[src/rtl/axi4_lite_pkg.sv]
// Shared AXI4-Lite definitions: response codes, channel FSM states and
// the byte-offset helper used to locate the register index in an address.
package axi4_lite_pkg;

   typedef enum logic [1:0] {
      RESP_OKAY   = 2'b00,
      RESP_SLVERR = 2'b10
   } axi_resp_e;

   typedef enum logic {
      W_IDLE,
      W_RESP
   } w_state_e;

   typedef enum logic {
      R_IDLE,
      R_DATA
   } r_state_e;

   // Number of address bits that select a byte within one data word.
   function automatic int calc_addr_lsb(input int data_width);
      return $clog2(data_width / 8);
   endfunction

endpackage

[src/rtl/axil_reg_bank.sv]
// AXI4-Lite subordinate register bank with independent write and read FSMs.
// Optional macro AXIL_REG_BANK_SLVERR_EN: out-of-range accesses answer SLVERR
// instead of OKAY. Out-of-range writes are dropped and out-of-range reads
// return zero in either build, and handshake timing does not change.
module axil_reg_bank
   import axi4_lite_pkg::*;
#(
   parameter int DATA_WIDTH = 32,
   parameter int ADDR_WIDTH = 32,
   parameter int NUM_REGS   = 4
) (
   input  logic                  aclk,
   input  logic                  aresetn,
   input  logic [ADDR_WIDTH-1:0] s_axi_awaddr,
   input  logic                  s_axi_awvalid,
   output logic                  s_axi_awready,
   input  logic [DATA_WIDTH-1:0] s_axi_wdata,
   input  logic                  s_axi_wvalid,
   output logic                  s_axi_wready,
   output logic [1:0]            s_axi_bresp,
   output logic                  s_axi_bvalid,
   input  logic                  s_axi_bready,
   input  logic [ADDR_WIDTH-1:0] s_axi_araddr,
   input  logic                  s_axi_arvalid,
   output logic                  s_axi_arready,
   output logic [DATA_WIDTH-1:0] s_axi_rdata,
   output logic [1:0]            s_axi_rresp,
   output logic                  s_axi_rvalid,
   input  logic                  s_axi_rready
);

   localparam int ADDR_LSB = calc_addr_lsb(DATA_WIDTH);
   localparam int IDX_W    = $clog2(NUM_REGS);
   localparam logic [ADDR_WIDTH-1:0] ADDR_LIMIT = ADDR_WIDTH'(NUM_REGS * (DATA_WIDTH / 8));

`ifdef AXIL_REG_BANK_SLVERR_EN
   localparam axi_resp_e OOR_RESP = RESP_SLVERR;
`else
   localparam axi_resp_e OOR_RESP = RESP_OKAY;
`endif

   logic                  rst_pipe;
   logic                  rst_done;

   logic [DATA_WIDTH-1:0] regs [NUM_REGS];

   w_state_e              w_state;
   logic                  aw_captured;
   logic                  w_captured;
   logic [ADDR_WIDTH-1:0] aw_addr_q;
   logic [DATA_WIDTH-1:0] w_data_q;
   logic                  aw_hs;
   logic                  w_hs;
   logic                  have_aw;
   logic                  have_w;
   logic                  wr_fire;
   logic                  wr_in_range;
   logic [ADDR_WIDTH-1:0] wr_addr;
   logic [DATA_WIDTH-1:0] wr_data;
   logic [IDX_W-1:0]      wr_idx;

   r_state_e              r_state;
   logic                  ar_hs;
   logic                  rd_in_range;
   logic [IDX_W-1:0]      rd_idx;

   // Readies stay low until two clean edges have passed after reset release.
   always_ff @(posedge aclk or negedge aresetn) begin
      if (!aresetn) begin
         rst_pipe <= 1'b0;
         rst_done <= 1'b0;
      end else begin
         rst_pipe <= 1'b1;
         rst_done <= rst_pipe;
      end
   end

   assign s_axi_awready = rst_done && (w_state == W_IDLE) && !aw_captured;
   assign s_axi_wready  = rst_done && (w_state == W_IDLE) && !w_captured;
   assign s_axi_arready = rst_done && (r_state == R_IDLE);

   assign aw_hs = s_axi_awvalid && s_axi_awready;
   assign w_hs  = s_axi_wvalid && s_axi_wready;

   // A write completes on the cycle the later of AW and W is seen; the
   // earlier one may already sit in the capture registers.
   assign have_aw     = aw_captured || aw_hs;
   assign have_w      = w_captured || w_hs;
   assign wr_addr     = aw_captured ? aw_addr_q : s_axi_awaddr;
   assign wr_data     = w_captured ? w_data_q : s_axi_wdata;
   assign wr_fire     = (w_state == W_IDLE) && have_aw && have_w;
   assign wr_in_range = wr_addr < ADDR_LIMIT;
   assign wr_idx      = wr_addr[ADDR_LSB +: IDX_W];

   assign ar_hs       = s_axi_arvalid && s_axi_arready;
   assign rd_in_range = s_axi_araddr < ADDR_LIMIT;
   assign rd_idx      = s_axi_araddr[ADDR_LSB +: IDX_W];

   // Register storage; out-of-range writes never touch it.
   always_ff @(posedge aclk or negedge aresetn) begin
      if (!aresetn) begin
         for (int i = 0; i < NUM_REGS; i++) begin
            regs[i] <= '0;
         end
      end else if (wr_fire && wr_in_range) begin
         regs[wr_idx] <= wr_data;
      end
   end

   // Write channel FSM: collect AW and W in any order, then hold the
   // response until the manager takes it.
   always_ff @(posedge aclk or negedge aresetn) begin
      if (!aresetn) begin
         w_state      <= W_IDLE;
         aw_captured  <= 1'b0;
         w_captured   <= 1'b0;
         aw_addr_q    <= '0;
         w_data_q     <= '0;
         s_axi_bvalid <= 1'b0;
         s_axi_bresp  <= RESP_OKAY;
      end else begin
         case (w_state)
            W_IDLE: begin
               if (aw_hs) begin
                  aw_captured <= 1'b1;
                  aw_addr_q   <= s_axi_awaddr;
               end
               if (w_hs) begin
                  w_captured <= 1'b1;
                  w_data_q   <= s_axi_wdata;
               end
               if (wr_fire) begin
                  s_axi_bvalid <= 1'b1;
                  s_axi_bresp  <= wr_in_range ? RESP_OKAY : OOR_RESP;
                  w_state      <= W_RESP;
               end
            end
            W_RESP: begin
               if (s_axi_bready) begin
                  s_axi_bvalid <= 1'b0;
                  aw_captured  <= 1'b0;
                  w_captured   <= 1'b0;
                  w_state      <= W_IDLE;
               end
            end
            default: w_state <= W_IDLE;
         endcase
      end
   end

   // Read channel FSM: sample the register on the AR handshake so a write
   // finishing the same cycle is not yet visible, then hold until taken.
   always_ff @(posedge aclk or negedge aresetn) begin
      if (!aresetn) begin
         r_state      <= R_IDLE;
         s_axi_rvalid <= 1'b0;
         s_axi_rdata  <= '0;
         s_axi_rresp  <= RESP_OKAY;
      end else begin
         case (r_state)
            R_IDLE: begin
               if (ar_hs) begin
                  s_axi_rvalid <= 1'b1;
                  s_axi_rdata  <= rd_in_range ? regs[rd_idx] : '0;
                  s_axi_rresp  <= rd_in_range ? RESP_OKAY : OOR_RESP;
                  r_state      <= R_DATA;
               end
            end
            R_DATA: begin
               if (s_axi_rready) begin
                  s_axi_rvalid <= 1'b0;
                  r_state      <= R_IDLE;
               end
            end
            default: r_state <= R_IDLE;
         endcase
      end
   end

endmodule

[config.mk]
export PLATFORM = sky130hd
export DESIGN_NAME = axil_reg_bank
export DESIGN_NICKNAME = d
export VERILOG_FILES = /design/src/rtl/axi4_lite_pkg.sv /design/src/rtl/axil_reg_bank.sv
export SDC_FILE = /design/constraint.sdc
export NUM_CORES = 1
export LEC_CHECK = 0
export CELL_PAD_IN_SITES_DETAIL_PLACEMENT = 2
export CELL_PAD_IN_SITES_GLOBAL_PLACEMENT = 2
export CORE_ASPECT_RATIO = 1.1
export CORE_UTILIZATION = 35
export DETAILED_ROUTE_END_ITERATION = 10
export PLACE_DENSITY = 0.8
export SLEW_MARGIN = 15
export SYNTH_ARGS = -nofsm -noshare
export SYNTH_HDL_FRONTEND = slang
export SYNTH_SLANG_ARGS = --single-unit
[constraint.sdc]
create_clock -name aclk -period 2.1 [get_ports aclk]
set_clock_uncertainty 0.2 [all_clocks]
set_input_delay 0.21 -clock aclk [delete_from_list [all_inputs] [get_ports aclk]]
set_output_delay 0.21 -clock aclk [all_outputs]
set_load 0.01 [all_outputs]
==> Word level (Yosys, flattened, before mapping) <==
Cells that the tools add are included.
{ "op_classes": {"magnitude_cmp": 5, "n_eq_ne": 6, "muxes": 25, "bitwise": 4, "reduce_logical": 22} }
{ "ops": {"columns": ["op", "n"], "rows": [
  ["2-to-1 mux 32 bit", 6],
  ["bitwise mux 128 bit", 1],
  ["binary-select mux 32 bit (select 2 bit)", 1],
  ["demux 32 bit (select 2 bit)", 1],
  ["< comparator 32 x 5 -> 1 bit, second input constant", 2],
  ["AND reduction 2 bit", 7],
  ["!= test 2 bit, second input constant", 6],
  ["case mux 1 bit (2 select lines)", 6],
  ["logical AND 1 bit", 11],
  ["2-to-1 mux 1 bit", 10],
  [">= comparator 3 bit, second input constant", 2],
  ["NOT 2 -> 3 bit", 2],
  ["< comparator 3 x 1 -> 1 bit, second input constant", 1],
  ["zero test 1 bit", 2],
  ["logical OR 1 bit", 2],
  ["NOT 1 bit", 2]
]} }
{ "totals": {"ff_bits": 232} }

==> Longest topological paths before layout <==
Gate-level depths: netlist of the first run.
{ "logic_depth": {"ltp_word": 9, "depth_mapped": 7, "mapped_depth_nobuf": 5} }

==> Worst setup path after synthesis of the first run <==
Ideal clock, no wire load.
{ "synth_path": {"path_kind": "register to register", "startpoint": "register aw_captured", "endpoint": "register regs[114] in the netlist's numbering", "setup_ns": 0.125, "arrival_ns": 1.705, "t_required_ns": 1.775, "path_slack_ns": 0.070, "stages_incl_launch_ff": 7, "path_buffers": 1, "period_less_slack_ns": 2.030, "cell_sequence": "dfrtp_1 > nor4_1 > nand4_1 > o22ai_2 > nand3_2 > buf_6 > mux2_4"} }
{ "synth_via": {"elab_chain_cells": 7} }
{ "synth_lines": {"columns": ["element", "line_no", "source"], "rows": [
  ["start, declared", "axil_reg_bank.sv:48", "logic aw_captured;"],
  ["start signal, assigned", "axil_reg_bank.sv:115", "aw_captured <= 1'b0;"],
  ["start signal, assigned", "axil_reg_bank.sv:125", "aw_captured <= 1'b1;"],
  ["start signal, assigned", "axil_reg_bank.sv:141", "aw_captured <= 1'b0;"],
  ["parallel branches: the longest is 7 deep, another holds < comparator 32 x 5 -> 1 bit", null, null],
  ["end signal, assigned by index", "axil_reg_bank.sv:106", "regs[wr_idx] <= wr_data;"],
  ["end, declared", "axil_reg_bank.sv:45", "logic [DATA_WIDTH-1:0] regs [NUM_REGS];"]
]} }
Several ways; the timed one is not identified.
A chain may end at the register's enable or synchronous reset.

==> Worst setup path in the final report of the first run <==
{ "layout_path": {"startpoint": "register aw_addr_q[31]", "endpoint": "register regs[3] in the netlist's numbering"} }
{ "layout_via": {"elab_chain_cells": 3} }
{ "layout_lines": {"columns": ["element", "line_no", "source"], "rows": [
  ["start, declared", "axil_reg_bank.sv:50", "logic [ADDR_WIDTH-1:0] aw_addr_q;"],
  ["start signal, assigned", "axil_reg_bank.sv:126", "aw_addr_q <= s_axi_awaddr;"],
  ["2-to-1 mux 32 bit", "axil_reg_bank.sv:89", "assign wr_addr = aw_captured ? aw_addr_q : s_axi_awaddr;"],
  ["< comparator 32 x 5 -> 1 bit", "axil_reg_bank.sv:92", "assign wr_in_range = wr_addr < ADDR_LIMIT;"],
  ["logical AND 1 bit", "axil_reg_bank.sv:105", "end else if (wr_fire && wr_in_range) begin"]
]} }
No other way between the ends.

==> flow_metrics.tcl, run 1 <==
set metrics [dict create \
    finalCriticalPeriod_ns 2.27 \
    antenna_found_initial 1 \
    synth-simple-area-share_pct 4.27 \
    hpwl_um 18200 \
    synth_flop_cell "dfrtp_1" \
    r2r.worst_path.cells 7 \
    utilization_pct 47.0 \
    synth_area_um2 10100 \
    nNetsFinal 960 \
    crit_start "aw_addr_q[31]" \
    met1_usage_pct 24.5 \
    synth_mux_area_share_pct 32.1 \
    fin_area_um2 13200 \
    vias 6429 \
    grt_util_met2_pct 40.2 \
    synth_edf_count 0 \
    yosysTopAreaCell "dfrtp_1" \
    drt_iter0_markers 221 \
    drv_slew 0 \
    clk_path_buf_depth 3 \
    gr-usage-met3_pct 2.28 \
    drv_cap 0 \
    final_common_cell "dfrtp_1" \
    status "finished, violations left" \
    crit_arrival_ns 2.48 \
    rsz0062_at_grt "yes" \
    syn2layout_area_growth_pct 30.6 \
    first_pass_iters 4 \
    synth-compound-area-share_pct 2.53 \
    cts_root_buffer "clkbuf_16" \
    syn_area_per_cell_um2 14.6 \
    synth_top_family_by_area "multiplexers" \
    worst_setup_path_end_kind "flip-flop" \
    yosysTopAreaCellShare_pct 57.0 \
    max_freq_ghz 0.440 \
    grt_max_degree 73 \
    rows 64 \
    failed_checks "negative setup slack" \
    h-tree-depth 1 \
    grt_overflow_total 0 \
    yosys_warnings 0 \
    vias_per_cell 5.18 \
    numPortBuffers 135 \
    drtAntennaViolNets 0 \
    power.density_nw_per_um2 980 \
    wirelength_um 30300 \
    synth_fa_ha_area_share_pct 0 \
    die_h_um 180 \
    required_ns 2.30 \
    slew_headroom_pct 52.8 \
    grt_pass1_wl_um 47400 \
    syn_inst 692 \
    start_util_pct 36.0 \
    fin_tns_setup_ns -11.64 \
    drt-wirelength-per-cell_um 24.4 \
    ys_top_cells_by_area "dfrtp_1 (57%), mux2_2 (24%), mux4_2 (7.1%)" \
    ir_worst_vdd_uv 440 \
    cts_setup_buffers 0 \
    clkLatencyLatePin_ns 0.54 \
    final_cell_mix "dfrtp_1 (228), mux2_2 (212), clkdlybuf4s50_1 (129)" \
    synth_xor_area_share_pct 0 \
    async_flop_share_pct 100 \
    finalCritPeriodShare_pct 108 \
    yosysSeqAreaShare_pct 57.0 \
    cts_tree "yes" \
    place_congestion 0.695 \
    busiest_layer "met2" \
    clkTransAtPathRegs_ns 0.07 \
    total_leakage_power_nw 5.90 \
    grt_usage_pct 21.4 \
    placed_cell_area_um2 12100 \
    start_kind "flip-flop" \
    clock_sinks 230 \
    ys_ff_latch 230 \
    fp.dieW_um 164 \
    io_pins 144 \
    drive_gt1_share_pct 41.1 \
    tightest_slew_ns 0.706 \
    drc 0 \
    coreArea_um2 28100 \
    dieArea_um2 29600 \
    r2r-start "aw_addr_q[31]" \
    worst_slack_ns -0.172 \
    crit_type "reg -> reg" \
    hold_viol 0 \
    synth_cell_types 35 \
    first_global_vias 7797 \
    power_mw 12.9 \
    pre_cts_slack_ns -0.576 \
    numCtsBuffers 25 \
    path_max_fanout 21 \
    hold_class "in -> async" \
    setup_viol 126 \
]
-- cells in the mapped netlist, types with 3 or more instances --
library cell	n
nor4_1	17
o21ai_1	16
mux2_2	212
mux2_4	8
buf_2	9
buf_6	12
nand4_1	5
inv_1	36
nand3_2	4
dfrtp_1	230
clkbuf_2	3
o21ai_0	19
buf_1	3
nor2_1	5
clkbuf_1	10
nand2_1	42
mux4_2	32
buf_4	5
-- layout make-up --
class / instances / area [um2]
multi-input cells: 387 / 4020
well taps: 363 / 454
clock inverters: 13 / 171
clock buffers: 33 / 716
repair buffers: 177 / 1950
fillers: 2662 / 14900
inverters: 36 / 135
flip-flops and latches: 230 / 5760
diodes: 1 / 2.50
-- registers in the layout, indices dropped and copies added, names as in the netlist --
register      count
aw_captured       1
r_state           1
s_axi_rvalid      1
s_axi_bvalid      1
rst_done          1
aw_addr_q        30
s_axi_rdata      32
w_captured        1
rst_pipe          1
w_state           1
regs            128
w_data_q         32
-- metal layers --
| layer | vias to the layer above | wire length (um) |
|---|---|---|
| met5 | - | 0 |
| met4 | 0 | 1080 |
| met3 | 58 | 721 |
| met2 | 137 | 16700 |
| met1 | 3428 | 11800 |
| li1 | 2806 | - |
-- repair_timing --
action	CTS	global route
cloned	2	0
resized for setup	32	7
hold buffers	2	0
endpoints found under the hold margin	230	0
pin swaps	7	2
setup endpoints to repair	136	132
-- per-stage QoR --
step / hold slack [ns] / cells
after floorplan: -0.286 / 695
after global placement: -0.145 / 1189
after detailed placement: -0.145 / 1189
after CTS: 0.0601 / 1239
after global routing: 0.0695 / 1240
final: 0.0628 / 1240
-- where the power goes --
group | leakage, nW | internal (mW) | switching (mW) | total, mW
Sequential | 3.07 | 5.09 | 0.457 | 5.55
Combinational | 2.39 | 1.32 | 1.28 | 2.60
Clock | 0.442 | 2.89 | 1.90 | 4.78
Total | 5.90 | 9.31 | 3.63 | 12.9
-- kinds of logic after synthesis --
family,after synthesis
AOI/OAI and AO/OA,45
buffers and inverters,78
DFF,230
muxes,253
other,2
and+or+nand+nor,84
-- worst paths after layout --
check,to,slack (ns)
hold reg to reg,rst_done,0.18
max in group asynchronous,s_axi_rdata[23],0.54
hold / removal,regs[118],0.06
setup / recovery,regs[3],-0.17
min in group aclk,s_axi_rdata[10],0.09
setup reg to reg,regs[3],-0.17
-- critical path: stages (launching register included) --
cell     delay, ns
dfrtp_1       0.41
nor4_2        0.31
nand4_1       0.18
o22ai_2       0.17
buf_6         0.17
nand3_4       0.16
buf_12        0.24
mux2_2        0.29
Note: power is estimated with default switching activity, not from simulation.
==> run 2, diff against run 1 <==
--- a/config.mk
+++ b/config.mk
@@ -5,12 +5,14 @@
 export SDC_FILE = /design/constraint.sdc
 export NUM_CORES = 1
 export LEC_CHECK = 0
+export ABC_CLOCK_PERIOD_IN_PS = 2100
 export CELL_PAD_IN_SITES_DETAIL_PLACEMENT = 2
 export CELL_PAD_IN_SITES_GLOBAL_PLACEMENT = 2
-export CORE_ASPECT_RATIO = 1.1
+export CORE_ASPECT_RATIO = 1.2
 export CORE_UTILIZATION = 35
 export DETAILED_ROUTE_END_ITERATION = 10
 export PLACE_DENSITY = 0.8
+export SETUP_SLACK_MARGIN = 0.1
 export SLEW_MARGIN = 15
 export SYNTH_ARGS = -nofsm -noshare
 export SYNTH_HDL_FRONTEND = slang
==> flow_metrics.tcl, run 2 (synthesis gave the netlist of run 1 again) <==
set metrics [dict create \
    cts_root_buffer "clkbuf_16" \
    grt_overflow_total 0 \
    hold_class "in -> async" \
    power.density_nw_per_um2 936 \
    dieArea_um2 29600 \
    crit_arrival_ns 2.47 \
    coreArea_um2 28200 \
    cts_tree "yes" \
    drt_iter0_markers 220 \
    largest_reg_flops 128 \
    drc 0 \
    crit_start "aw_captured" \
    wirelength_um 27200 \
    hold_ws_ns 0.0157 \
    syn2layout_area_growth_pct 27.2 \
    drive_gt1_share_pct 39.2 \
    grt_pass1_wl_um 43900 \
    status "finished, violations left" \
    place_congestion 0.720 \
    final_common_cell "dfrtp_1" \
    clkTransAtPathRegs_ns 0.06 \
    slew_headroom_pct 64.1 \
    start_kind "flip-flop" \
    dp_cells 1196 \
    max_freq_ghz 0.439 \
    numCtsBuffers 25 \
    hold_viol 0 \
    clkLatencyLatePin_ns 0.53 \
    clk_path_buf_depth 3 \
    drtAntennaViolNets 0 \
    endpoint "regs[11]" \
    worst_slack_ns -0.176 \
    finalCritPeriodShare_pct 108 \
    worst_setup_path_end_kind "flip-flop" \
    vias_per_cell 5.05 \
    drv_slew 0 \
    io_pins 144 \
    regMostFlops "regs" \
    setup_viol 128 \
    nNetsFinal 950 \
    fill_cells 2769 \
    first_global_vias 7563 \
    required_ns 2.29 \
    r2r.worst_path.cells 6 \
    crit_type "reg -> reg" \
    drv_cap 0 \
    failed_checks "negative setup slack" \
    hpwl_um 17500 \
    tightest_slew_ns 0.538 \
    final_cell_mix "dfrtp_1 (229), mux2_2 (212), clkdlybuf4s50_1 (129)" \
    first_pass_iters 4 \
    r2r-start "aw_captured" \
    start_util_pct 35.9 \
    r2r-end "regs[11]" \
    grt_max_degree 63 \
    grt_usage_pct 19.4 \
    total_leakage_power_nw 5.73 \
    drt-wirelength-per-cell_um 22.0 \
    finalCriticalPeriod_ns 2.28 \
    vias 6255 \
    largest_registers "regs (128), s_axi_rdata (32), w_data_q (32)" \
    fp.dieW_um 157 \
    antenna_found_initial 1 \
    r2r_slack_ns -0.18 \
    h-tree-depth 1 \
    numPortBuffers 135 \
    rows 67 \
    fin_cells 1239 \
    ir_worst_vdd_uv 518 \
    rsz0062_at_grt "yes" \
    path_max_fanout 23 \
    clock_sinks 230 \
    die_h_um 188 \
]
==> run 2: cell count changes in the layout (fill, tap and decap cells not counted), sizes merged <==
cell / delta
buf: -8
clkbuf: +1
clkinvlp: -1
clkinv: -4
dlygate4sd3: -1
bufinv: -4
==> run 2: worst min path at each step <==
stage,startpoint,end,slack [ns],cells past startpoint
after detailed placement,aresetn,w_data_q[27],0.007,1
final,aresetn,w_data_q[27],0.02,2
after CTS,aresetn,s_axi_rdata[23],0.03,2
after global placement,aresetn,w_data_q[27],-0.0006,1
after global routing,aresetn,w_data_q[27],0.04,2
after floorplan,aresetn,aw_addr_q[10],-0.29,0
==> run 2: final cells by class <==
cell class / count / area, um2 / share of cell area [%]
diodes: 1 / 2.50 / 0.0195
repair buffers: 167 / 1760 / 13.7
inverters: 36 / 135 / 1.05
clock inverters: 4 / 23.8 / 0.185
clock buffers: 35 / 703 / 5.47
well taps: 379 / 474 / 3.69
multi-input cells: 387 / 4000 / 31.1
flip-flops and latches: 230 / 5760 / 44.8
==> run 2: power by group <==
group	internal [mW]	switching (mW)	leakage, nW	total, mW
Sequential	5.09	0.398	3.07	5.49
Clock	2.30	1.75	0.360	4.05
Combinational	1.31	1.19	2.31	2.49
==> run 2: layer usage <==
layer	vias to the layer above	routed length (um)	global-route usage, %
met5	-	0	0
li1	2768	-	-
met4	0	755	6.01
met2	102	14900	36.2
met1	3344	10800	22.9
met3	41	715	2.15
==> run 2: critical path, cell delays in order, from the launching register on <==
cell and delay [ns]:
dfrtp_1 0.42, nor4_1 0.27, nand4_1 0.20, o22ai_4 0.31, nand3_2 0.17, buf_12 0.21
mux2_2 0.32
==> run 2: through the flow <==
step / total power [mW] / utilization, % / TNS (ns) / setup WS, ns / area, um2
after detailed placement: 7.98 / 42.8 / -86.90 / -0.662 / 12000
after floorplan: 6.96 / - / 0 / 0.0981 / 10100
after global placement: 7.82 / 42.8 / -80.73 / -0.609 / 12000
final: 12.0 / 45.7 / -16.64 / -0.176 / 12900
after global routing: 12.6 / 45.7 / -26.34 / -0.242 / 12900
after CTS: 12.2 / 45.6 / -16.65 / -0.164 / 12900
==> run 2: repair_timing <==
item	4_1_cts	5_1_grt
pin swaps	3	0
setup buffers	2	0
hold buffers	1	0
endpoints found under the hold margin	230	0
endpoints found under the setup margin	157	154
resized for setup	20	10
